**config.mk**
```make
export PLATFORM = sky130hd
export DESIGN_NAME = rv32_mem_stage
export DESIGN_NICKNAME = d
export VERILOG_FILES = /design/src/rtl/rv32_pkg.sv /design/src/rtl/rv32_lsu_format.sv /design/src/rtl/rv32_mem_stage.sv
export SDC_FILE = /design/constraint.sdc
export NUM_CORES = 1
export LEC_CHECK = 0
export CAP_MARGIN = 25
export CORE_MARGIN = 2
export CORE_UTILIZATION = 49
export CTS_BUF_LIST = sky130_fd_sc_hd__clkbuf_8
export CTS_CLUSTER_SIZE = 16
export DETAILED_ROUTE_END_ITERATION = 10
export GPL_TIMING_DRIVEN = 0
export PLACE_DENSITY = 0.91
export SETUP_SLACK_MARGIN = 0.2
export SYNTH_ARGS = -nofsm -noshare
export SYNTH_HDL_FRONTEND = slang
export SYNTH_SLANG_ARGS = --single-unit
```
**constraint.sdc**
```tcl
create_clock -name clk -period 4.5 [get_ports clk]
set_input_delay 1.35 -clock clk [delete_from_list [all_inputs] [get_ports clk]]
set_output_delay 1.35 -clock clk [all_outputs]
set_load 0.1 [all_outputs]
```
**src/rtl/rv32_pkg.sv**
```systemverilog
// Shared RV32I constants for the pipeline.
// Opcodes, load/store funct3 codes and MEM stage state.
package rv32_pkg;

  localparam logic [6:0] OP_R      = 7'b0110011;
  localparam logic [6:0] OP_IMM    = 7'b0010011;
  localparam logic [6:0] OP_LOAD   = 7'b0000011;
  localparam logic [6:0] OP_STORE  = 7'b0100011;
  localparam logic [6:0] OP_JAL    = 7'b1101111;
  localparam logic [6:0] OP_JALR   = 7'b1100111;
  localparam logic [6:0] OP_LUI    = 7'b0110111;
  localparam logic [6:0] OP_AUIPC  = 7'b0010111;
  localparam logic [6:0] OP_BRANCH = 7'b1100011;

  localparam logic [2:0] F3_B  = 3'b000;
  localparam logic [2:0] F3_H  = 3'b001;
  localparam logic [2:0] F3_W  = 3'b010;
  localparam logic [2:0] F3_BU = 3'b100;
  localparam logic [2:0] F3_HU = 3'b101;

  typedef enum logic {
    IDLE,
    WAIT
  } mem_state_t;

endpackage

```
**src/rtl/rv32_lsu_format.sv**
```systemverilog
// Byte-lane formatting for loads and stores.
// Pure combinational: be, wdata, misalign, load data.
module rv32_lsu_format
  import rv32_pkg::*;
(
  input  logic [2:0]  f3_i,
  input  logic [1:0]  off_i,
  input  logic [31:0] rs2_i,
  input  logic [31:0] rdata_i,
  output logic [3:0]  be_o,
  output logic [31:0] wdata_o,
  output logic        misalign_o,
  output logic [31:0] load_o
);

  logic [31:0] sh;

  assign sh = rdata_i >> {off_i, 3'b000};

  // Store lanes and alignment by access size
  always_comb begin
    be_o       = 4'b1111;
    wdata_o    = rs2_i;
    misalign_o = 1'b0;
    case (f3_i[1:0])
      2'b00: begin
        be_o    = 4'b0001 << off_i;
        wdata_o = {4{rs2_i[7:0]}};
      end
      2'b01: begin
        be_o       = 4'b0011 << off_i;
        wdata_o    = {2{rs2_i[15:0]}};
        misalign_o = off_i[0];
      end
      2'b10: misalign_o = |off_i;
      default: ;
    endcase
  end

  // Load lane extraction and extension
  always_comb begin
    load_o = sh;
    case (f3_i)
      F3_B:    load_o = {{24{sh[7]}}, sh[7:0]};
      F3_H:    load_o = {{16{sh[15]}}, sh[15:0]};
      F3_BU:   load_o = {24'b0, sh[7:0]};
      F3_HU:   load_o = {16'b0, sh[15:0]};
      default: load_o = sh;
    endcase
  end

endmodule

```
**src/rtl/rv32_mem_stage.sv**
```systemverilog
// RV32I MEM stage: data memory access and WB select.
// Holds EX while a dmem request is outstanding.
module rv32_mem_stage
  import rv32_pkg::*;
#(
  parameter int unsigned ACK_TIMEOUT = 0,
  parameter int unsigned CNT_W       = 8
) (
  input  logic        clk,
  input  logic        rst_n,
  input  logic        ex_valid_in,
  output logic        ex_ready_out,
  input  logic [31:0] ex_iw_in,
  input  logic [31:0] ex_pc_in,
  input  logic [31:0] ex_alu_in,
  input  logic [31:0] ex_rs2_data_in,
  output logic        dmem_req_out,
  output logic        dmem_we_out,
  output logic [31:0] dmem_addr_out,
  output logic [3:0]  dmem_be_out,
  output logic [31:0] dmem_wdata_out,
  input  logic        dmem_ack_in,
  input  logic [31:0] dmem_rdata_in,
  output logic        wb_valid_out,
  output logic        wb_we_out,
  output logic [4:0]  wb_rd_out,
  output logic [31:0] wb_data_out,
  output logic [31:0] wb_pc_out,
  output logic        misalign_out,
  output logic        bus_err_out
);

  mem_state_t       state_q;
  logic [2:0]       f3_q;
  logic [4:0]       rd_q;
  logic             ld_q;
  logic [31:0]      pc_q;
  logic [31:0]      addr_q;
  logic [31:0]      wdata_q;
  logic [3:0]       be_q;
  logic             we_q;
  logic [CNT_W-1:0] cnt_q;

  logic             wb_valid_q;
  logic             wb_we_q;
  logic             mis_q;
  logic             berr_q;
  logic [4:0]       wb_rd_q;
  logic [31:0]      wb_data_q;
  logic [31:0]      wb_pc_q;

  logic             in_wait;
  logic [6:0]       opc;
  logic [2:0]       f3;
  logic [1:0]       off;
  logic             is_ld;
  logic             is_st;
  logic             is_jmp;
  logic             wb_cls;
  logic             f3_ok;
  logic             go;
  logic             rd_nz;
  logic [3:0]       fmt_be;
  logic [31:0]      fmt_wdata;
  logic             fmt_mis;
  logic [31:0]      fmt_load;
  logic [CNT_W:0]   cnt_nx;
  logic             tmo;
  logic             unused_ok;

  assign in_wait = (state_q == WAIT);
  assign opc     = ex_iw_in[6:0];
  assign f3      = in_wait ? f3_q : ex_iw_in[14:12];
  assign off     = in_wait ? addr_q[1:0] : ex_alu_in[1:0];
  assign rd_nz   = |ex_iw_in[11:7];

  assign unused_ok = ^ex_iw_in[31:15];

  rv32_lsu_format u_fmt (
    .f3_i       (f3),
    .off_i      (off),
    .rs2_i      (ex_rs2_data_in),
    .rdata_i    (dmem_rdata_in),
    .be_o       (fmt_be),
    .wdata_o    (fmt_wdata),
    .misalign_o (fmt_mis),
    .load_o     (fmt_load)
  );

  // Classify the instruction offered by EX
  always_comb begin
    is_ld  = 1'b0;
    is_st  = 1'b0;
    is_jmp = 1'b0;
    wb_cls = 1'b0;
    unique case (1'b1)
      (opc == OP_LOAD): begin
        is_ld  = 1'b1;
        wb_cls = 1'b1;
      end
      (opc == OP_STORE): is_st = 1'b1;
      (opc == OP_JAL), (opc == OP_JALR): begin
        is_jmp = 1'b1;
        wb_cls = 1'b1;
      end
      (opc == OP_R), (opc == OP_IMM),
      (opc == OP_LUI), (opc == OP_AUIPC):
        wb_cls = 1'b1;
      default: ;
    endcase
  end

  // Legal funct3 for the memory class
  always_comb begin
    f3_ok = 1'b0;
    if (is_ld) begin
      f3_ok = (f3 == F3_B) || (f3 == F3_H) ||
              (f3 == F3_W) || (f3 == F3_BU) ||
              (f3 == F3_HU);
    end else if (is_st) begin
      f3_ok = (f3 == F3_B) || (f3 == F3_H) ||
              (f3 == F3_W);
    end
  end

  assign go = (is_ld || is_st) && f3_ok && !fmt_mis;

  // Ack-wait counter: abort once it would reach the limit
  always_comb begin
    cnt_nx = {1'b0, cnt_q} + (CNT_W+1)'(1);
    tmo    = (ACK_TIMEOUT != 0) &&
             (cnt_nx >= (CNT_W+1)'(ACK_TIMEOUT));
  end

  // Stage state, access latches and WB result register
  always_ff @(posedge clk or negedge rst_n) begin
    if (!rst_n) begin
      state_q    <= IDLE;
      f3_q       <= '0;
      rd_q       <= '0;
      ld_q       <= 1'b0;
      pc_q       <= '0;
      addr_q     <= '0;
      wdata_q    <= '0;
      be_q       <= '0;
      we_q       <= 1'b0;
      cnt_q      <= '0;
      wb_valid_q <= 1'b0;
      wb_we_q    <= 1'b0;
      mis_q      <= 1'b0;
      berr_q     <= 1'b0;
      wb_rd_q    <= '0;
      wb_data_q  <= '0;
      wb_pc_q    <= '0;
    end else begin
      wb_valid_q <= 1'b0;
      mis_q      <= 1'b0;
      berr_q     <= 1'b0;
      case (state_q)
        IDLE: begin
          if (ex_valid_in) begin
            if (go) begin
              state_q <= WAIT;
              f3_q    <= ex_iw_in[14:12];
              rd_q    <= ex_iw_in[11:7];
              ld_q    <= is_ld;
              pc_q    <= ex_pc_in;
              addr_q  <= ex_alu_in;
              wdata_q <= fmt_wdata;
              be_q    <= fmt_be;
              we_q    <= is_st;
              cnt_q   <= '0;
            end else begin
              wb_valid_q <= 1'b1;
              wb_we_q    <= wb_cls && !is_ld && rd_nz;
              wb_rd_q    <= ex_iw_in[11:7];
              wb_pc_q    <= ex_pc_in;
              wb_data_q  <= is_jmp ? ex_pc_in + 32'd4
                                   : ex_alu_in;
              mis_q      <= (is_ld || is_st) && f3_ok;
            end
          end
        end
        WAIT: begin
          if (dmem_ack_in) begin
            state_q    <= IDLE;
            wb_valid_q <= 1'b1;
            wb_we_q    <= ld_q && (|rd_q);
            wb_rd_q    <= rd_q;
            wb_pc_q    <= pc_q;
            wb_data_q  <= ld_q ? fmt_load : addr_q;
          end else if (tmo) begin
            state_q    <= IDLE;
            wb_valid_q <= 1'b1;
            wb_we_q    <= 1'b0;
            berr_q     <= 1'b1;
            wb_rd_q    <= rd_q;
            wb_pc_q    <= pc_q;
            wb_data_q  <= addr_q;
          end else if (!(&cnt_q)) begin
            cnt_q <= cnt_q + CNT_W'(1);
          end
        end
        default: state_q <= IDLE;
      endcase
    end
  end

  assign ex_ready_out   = (state_q == IDLE);
  assign dmem_req_out   = in_wait;
  assign dmem_we_out    = we_q;
  assign dmem_addr_out  = {addr_q[31:2], 2'b00};
  assign dmem_be_out    = be_q;
  assign dmem_wdata_out = wdata_q;

  assign wb_valid_out = wb_valid_q;
  assign wb_we_out    = wb_we_q;
  assign wb_rd_out    = wb_rd_q;
  assign wb_data_out  = wb_data_q;
  assign wb_pc_out    = wb_pc_q;
  assign misalign_out = mis_q;
  assign bus_err_out  = berr_q;

endmodule

```
==> results of run 1 <==
[worst max path at each step]
stage | start | to | slack (ps) | cells after the start
2_1_floorplan | dmem_req_out | dmem_req_out | 220 | 14
3_3_place_gp | rst_n | dmem_wdata_out[0] | -5300 | 1
3_5_place_dp | ex_iw_in[13] | dmem_wdata_out[27] | -1210 | 14
4_1_cts | ex_iw_in[13] | addr_q[25] | 170 | 12
5_1_grt | ex_iw_in[13] | wb_data_out[12] | 210 | 14
6_report | ex_iw_in[13] | wb_data_out[9] | 340 | 10
[registers in the layout (all words and copies together) (netlist names)]
name	count
dmem_req_out	1
pc_q	32
misalign_out	1
dmem_be_out	4
dmem_we_out	1
ld_q	1
wb_pc_out	32
rd_q	5
f3_q	3
wb_rd_out	5
wb_valid_out	1
wb_we_out	1
dmem_wdata_out	32
addr_q	32
wb_data_out	32
[cell type report]
cell class | instances | area (um2)
buffer | 103 | 642
fill | 1582 | 6450
inverter | 11 | 42.5
sequential | 183 | 4580
antenna | 1 | 2.50
clock buffer | 18 | 248
tap | 270 | 338
multi-input combinational | 711 | 4720
clock inverter | 14 | 131
timing repair buffer | 287 | 2890
[critical path: stages]
cell,delay [ps]
clkdlybuf4s50_1,510
mux2i_4,100
clkbuf_4,210
buf_2,220
ha_1,260
clkbuf_1,270
and2_1,270
a21oi_1,830
a21oi_1,200
a221o_1,310
[per-stage QoR]
stage	setup TNS (ps)	cell area [um2]
detailed placement	-178950	13100
global placement	-1122900	13100
finish	0	13600
global route	0	13600
floorplan	0	9940
CTS	0	13600
[where the power goes]
part / internal, uW / leakage [uW] / switching [uW]
Sequential: 1800 / 0.00239 / 104
Clock: 420 / 0.000189 / 677
Combinational: 519 / 0.00327 / 1330
Total: 2740 / 0.00585 / 2110
[kinds of logic after synthesis]
kind of cell,after synthesis,synth area share [%]
AND/OR/NAND/NOR,295,13.3
AO/OA/AOI/OAI,251,16.6
flip-flops,183,46.1
multiplexers,132,14.5
buffers and inverters,114,6.61
XOR/XNOR,26,2.29
adder cells (fa/ha/maj),4,0.504
other,1,0.0377
[synth_stat cells, types with 20 or more instances]
cell / count / share of area, %
a21oi_1: 48 / 2.4
nand2_1: 156 / 5.9
nor2_1: 54 / 2.0
nand3_1: 20 / 1.0
dfrtp_1: 183 / 46
mux2_2: 78 / 8.8
o21ai_0: 91 / 4.6
buf_4: 44 / 3.3
o31ai_1: 21 / 1.6
mux2i_1: 51 / 5.1
xnor2_1: 23 / 2.0
clkbuf_1: 39 / 1.5
[per-layer routing]
| layer | track usage (%) | up-vias | part of all wire (%) |
|---|---|---|---|
| li1 | - | 4191 | - |
| met3 | 8.22 | 154 | 10 |
| met2 | 52.0 | 651 | 46 |
| met4 | 17.5 | 2 | 5.7 |
| met1 | 42.6 | 4569 | 38 |
| met5 | 0 | - | 0.036 |
[cell usage in the layout (no fill, tap or decap), types with 5 or more instances in the layout]
cell               n
nor2_1            54
o21ai_0           91
clkbuf_1          30
mux2i_1           50
o31ai_1           21
a221oi_1           8
buf_4             50
a211oi_1           6
nand2_1          156
buf_6              6
nor3_1            12
and3_1            14
buf_2              9
o2bb2ai_1          9
a221o_1           10
clkdlybuf4s50_1  281
a21o_1            16
dfrtp_1          183
mux2_2            78
a31oi_1            7
clkbuf_8          18
xnor2_1           23
inv_1              8
a2bb2oi_1          5
a211o_1            7
nand4_1            8
clkbuf_2           6
nand3_1           20
a21oi_1           48
[what timing repair did]
item / 4_1_cts / 5_1_grt
pin swaps: 1 / 0
hold endpoints to repair: 0 / 0
gates resized for setup: 16 / 9
setup endpoints to repair: 183 / 170
setup buffers: 2 / 1
==> out/qor.csv, run 1 <==
metric,value,unit
fin_skew,13.8,ps
criticalPathCategory,in -> reg,
drt_iter0_markers,1010,
grt_pass1_vias,9372,
drc,0,
htreeDepth,4,
final_antenna_net_count,0,
nNetsFinal,1482,
clkSinkCount,183,
cp-end-kind,flip-flop,
initial_utilization,49.6,%
synth_area,9940,um2
vias,9567,
portBuffers,283,
slew_viol_final,0,
ctsHoldBuffers,0,
hpwlAfterDp,27.5,mm
root_buffer,clkbuf_8,
fin_hold_ws,485,ps
min-delay-start,dmem_wdata_out[15],
status,"finished, final reports clean",
hold_violations,0,
powerDensity,357,nW/um2
hold_class,reg -> reg,
reg2reg_depth,15,
synth-seq-cells,183,
drive_gt1_share,15.6,%
rsz0062_at_grt,false,
rows,52,
yosys_warnings,0,
core,20000,um2
path_max_fanout,11,
cp_data_arrival_time,4540,ps
synth_cell_types,60,
synth_edf_count,0,
vdd_drop_max,0.235,mV
synthCells,1006,
synth_ff_type,dfrtp_1,
die_h,146,um
routed_wl,35.9,mm
cts_buffers,17,
fin_util,67.8,%
async_flop_share,100,%
leakage,0.00585,uW
die_w,146,um
antenna_found_initial,1,
r2r_end,wb_data_out[25],
post-place-ws,-1210,ps
clk_path_buf_depth,2,
crit_required,4880,ps
routabilityCongestion,0.992,
worstHoldPathCells,2,
finalNonFillerCells,1598,
ys_seq_area_share,46.1,%
grt_max_degree,123,
tightest_slew,1060,ps
fin_crit_sh,92.3,%
cap_violations,0,
r2r_start,dmem_req_out,
place_inst,1562,
clock_latency,490,ps
post_drt_wl_per_cell,22.5,um
cts.clk_slew.worst_paths,100,ps
relSlewSlack,29.0,%
fp.dieArea,21400,um2
total_power,4850,uW
setup_viol,0,
cp-start-kind,input port,
grt_pass1_wl,54.0,mm
setup_slack,345,ps
first_pass_iters,6,
syn_to_final_growth,36.8,%
grt_usage,33.1,%
clock.fmax,241,MHz
finalCriticalPeriod,4160,ps
avgViaCountPerCell,5.99,
grt_overflow_total,0,
whs_endpoint,dmem_wdata_out[15],
cts_tree,built,
rrSetupSlack,580,ps
io_pins,308,
syn-mean-instance-area,9.88,um2
Note: power is estimated with default switching activity, not from simulation.
==> run 2: changes to the inputs <==
--- a/config.mk
+++ b/config.mk
@@ -7,12 +7,12 @@
 export LEC_CHECK = 0
 export CAP_MARGIN = 25
 export CORE_MARGIN = 2
-export CORE_UTILIZATION = 49
-export CTS_BUF_LIST = sky130_fd_sc_hd__clkbuf_8
+export CORE_UTILIZATION = 50
 export CTS_CLUSTER_SIZE = 16
 export DETAILED_ROUTE_END_ITERATION = 10
+export DONT_BUFFER_PORTS = 1
 export GPL_TIMING_DRIVEN = 0
-export PLACE_DENSITY = 0.91
+export PLACE_DENSITY = 0.73
 export SETUP_SLACK_MARGIN = 0.2
 export SYNTH_ARGS = -nofsm -noshare
 export SYNTH_HDL_FRONTEND = slang
==> out/qor.csv, run 2 (synthesized netlist as in run 1, its figures left out) <==
metric,value,unit,change
status,"finished, final reports clean",,unchanged
hold_class,reg -> reg,,unchanged
avgViaCountPerCell,6.23,,was 5.99
crit_required,4830,ps,was 4880 ps
clkSinkCount,183,,unchanged
fin_crit_sh,91.3,%,was 92.3%
clock_latency,440,ps,was 490 ps
hpwlAfterDp,25.5,mm,was 27.5 mm
final_antenna_net_count,0,,unchanged
totalNegativeSetupSlack,0,ps,unchanged
root_buffer,clkbuf_16,,was clkbuf_8
initial_utilization,51.1,%,was 49.6%
fin_skew,7.44,ps,was 13.8 ps
use_met2,47.4,%,was 52.0%
cp_top_family,buffers and inverters,,was compound AO/OA/AOI/OAI gates
whs_endpoint,pc_q[11],,was dmem_wdata_out[15]
post-place-ws,-929,ps,was -1210 ps
use_met1,39.6,%,was 42.6%
htreeDepth,4,,unchanged
min-delay-start,pc_q[11],,was dmem_wdata_out[15]
cp_data_arrival_time,4440,ps,was 4540 ps
fill_cells,1723,,was 1582
internal_power,2790,uW,was 2740 uW
drt_iter0_markers,798,,was 1010
grt_overflow_total,0,,unchanged
setup_slack,393,ps,was 345 ps
reg2reg_depth,14,,was 15
grt_pass1_wl,49.5,mm,was 54.0 mm
power_frac_seq,55.7,%,was 39.2%
rsz0062_at_grt,true,,was false
hold_violations,0,,unchanged
syn_to_final_growth,10.1,%,was 36.8%
switching_share,41.8,%,was 43.6%
first_pass_iters,5,,was 6
clock_power_share,31.5,%,was 22.6%
clock.fmax,243,MHz,was 241 MHz
place_inst,1274,,was 1562
netSwitchingPower,2010,uW,was 2110 uW
antenna_found_initial,1,,unchanged
setup_viol,0,,unchanged
path_depth,14,,was 10
fp.dieArea,21000,um2,was 21400 um2
r2r_start,dmem_req_out,,unchanged
cts.clk_slew.worst_paths,70,ps,was 100 ps
final_cell_mix,"182 x dfrtp_1, 156 x nand2_1, 91 x o21ai_0",,"was 281 x clkdlybuf4s50_1, 183 x dfrtp_1, 156 x nand2_1"
final_common_cell,dfrtp_1,,was clkdlybuf4s50_1
tightest_slew,970,ps,was 1060 ps
met3_usage,12.0,%,was 8.22%
grt_pass1_vias,7962,,was 9372
powerDensity,439,nW/um2,was 357 nW/um2
criticalPathCategory,reg -> reg,,was in -> reg
slowest_stage,dfrtp_4,,was a21oi_1
r2r_end,pc_q[27],,was wb_data_out[25]
cap_violations,0,,unchanged
post_drt_wl_per_cell,25.4,um,was 22.5 um
rows,51,,was 52
routed_wl,33.3,mm,was 35.9 mm
die_w,145,um,was 146 um
grt_max_degree,184,,was 123
diodes,0,,was 1
vdd_drop_max,0.272,mV,was 0.235 mV
portBuffers,0,,was 283
regArea,4580,um2,about the same
core,19500,um2,was 20000 um2
grt_usage,31.3,%,was 33.1%
cts_tree,built,,unchanged
slew_viol_final,0,,unchanged
crit_top_cell,buf_6,,was a21oi_1
path_max_fanout,10,,was 11
die_h,145,um,was 146 um
worstHoldPathCells,2,,unchanged
combinationalPowerShare,12.8,%,was 38.2%
multi_input_area,4720,um2,about the same
drc,0,,unchanged
io_pins,308,,unchanged
cp-end-kind,flip-flop,,unchanged
vias,8165,,was 9567
clk_path_buf_depth,2,,unchanged
grt-busiest-layer,met2,,unchanged
finalNonFillerCells,1310,,was 1598
cp_slowest_stage_delay,650,ps,was 830 ps
crit_chain,buf_4 > buf_6 > buf_6 > clkbuf_4 > mux2i_1 > inv_1 > ha_1 > or3_1 > o2bb2ai_1 > nand3_1 > nand2b_1 > clkbuf_2 > buf_2 > mux2_2,,was clkdlybuf4s50_1 > mux2i_4 > clkbuf_4 > buf_2 > ha_1 > clkbuf_1 > and2_1 > a21oi_1 > a21oi_1 > a221o_1
rrSetupSlack,390,ps,was 580 ps
cts_buffers,17,,unchanged
leakage,0.00487,uW,was 0.00585 uW
finalCriticalPeriod,4110,ps,was 4160 ps
routabilityCongestion,0.985,,was 0.992
cp_num_buf_inv,7,,was 4
drive_gt1_share,19.8,%,was 15.6%
fin_hold_ws,487,ps,was 485 ps
nNetsFinal,1200,,was 1482
relSlewSlack,35.4,%,was 29.0%
cp-start-kind,flip-flop,,was input port
-- run 2: how the worst max path moves through the flow --
stage | from | to | slack, ps
final | dmem_req_out | pc_q[27] | 390
after global routing | dmem_req_out | dmem_we_out | 200
after CTS | dmem_req_out | dmem_we_out | 200
after detailed placement | dmem_req_out | wb_rd_out[0] | -930
after global placement | dmem_req_out | wb_data_out[24] | -860
after floorplan | dmem_req_out | dmem_req_out | 220
-- run 2: final cells by class --
cell class,instances,share of cell area (%)
inverters,11,0.389
repair buffers,5,0.343
clock buffers,19,4.05
flip-flops and latches,183,41.9
multi-input cells,711,43.1
well taps,265,3.03
clock inverters,13,1.26
plain buffers,103,5.89
-- run 2: tightest hold or removal path, delay by kind of cell, from the launching register on --
family | cells | cell delay (ps)
AOI/OAI and AO/OA | 1 | 60
and+or+nand+nor | 1 | 50
DFF | 1 | 350
-- run 2: stage by stage --
| stage | total power (uW) | cell area [um2] | utilization [%] |
|---|---|---|---|
| 5_1_grt | 4940 | 10900 | 56.2 |
| 6_report | 4800 | 10900 | 56.2 |
| 3_3_place_gp | 3290 | 10300 | 52.8 |
| 4_1_cts | 4800 | 10900 | 56.1 |
| 3_5_place_dp | 3310 | 10300 | 52.8 |
| 2_1_floorplan | 3170 | 9940 | - |
-- run 2: power by group through the flow --
stage	clock [uW]	combinational (uW)	sequential (uW)
after floorplan	0	513	2660
after global placement	0	592	2700
after detailed placement	0	602	2710
after CTS	1520	609	2670
after global routing	1590	654	2690
final	1510	614	2670
-- run 2: repair_timing --
item / in CTS / in global routing
gates resized for setup: 12 / 14
hold buffers: 0 / 0
setup endpoints to repair: 182 / 164
buffers inserted: 3 / 0
pin swaps: 1 / 0
-- run 2: per-layer routing --
metal,share of wire [%],vias to the layer above
met5,0.039,-
met4,4.4,2
met3,13,82
met2,44,495
met1,39,3963
li1,-,3623
==> run 3: changes to the inputs <==
--- a/config.mk
+++ b/config.mk
@@ -12,6 +12,7 @@
 export DETAILED_ROUTE_END_ITERATION = 10
 export DONT_BUFFER_PORTS = 1
 export GPL_TIMING_DRIVEN = 0
+export HOLD_SLACK_MARGIN = 0.08
 export PLACE_DENSITY = 0.73
 export SETUP_SLACK_MARGIN = 0.2
 export SYNTH_ARGS = -nofsm -noshare
==> results of run 3 <==
No change in the layout: final DEF, timing and power equal those of run 2.
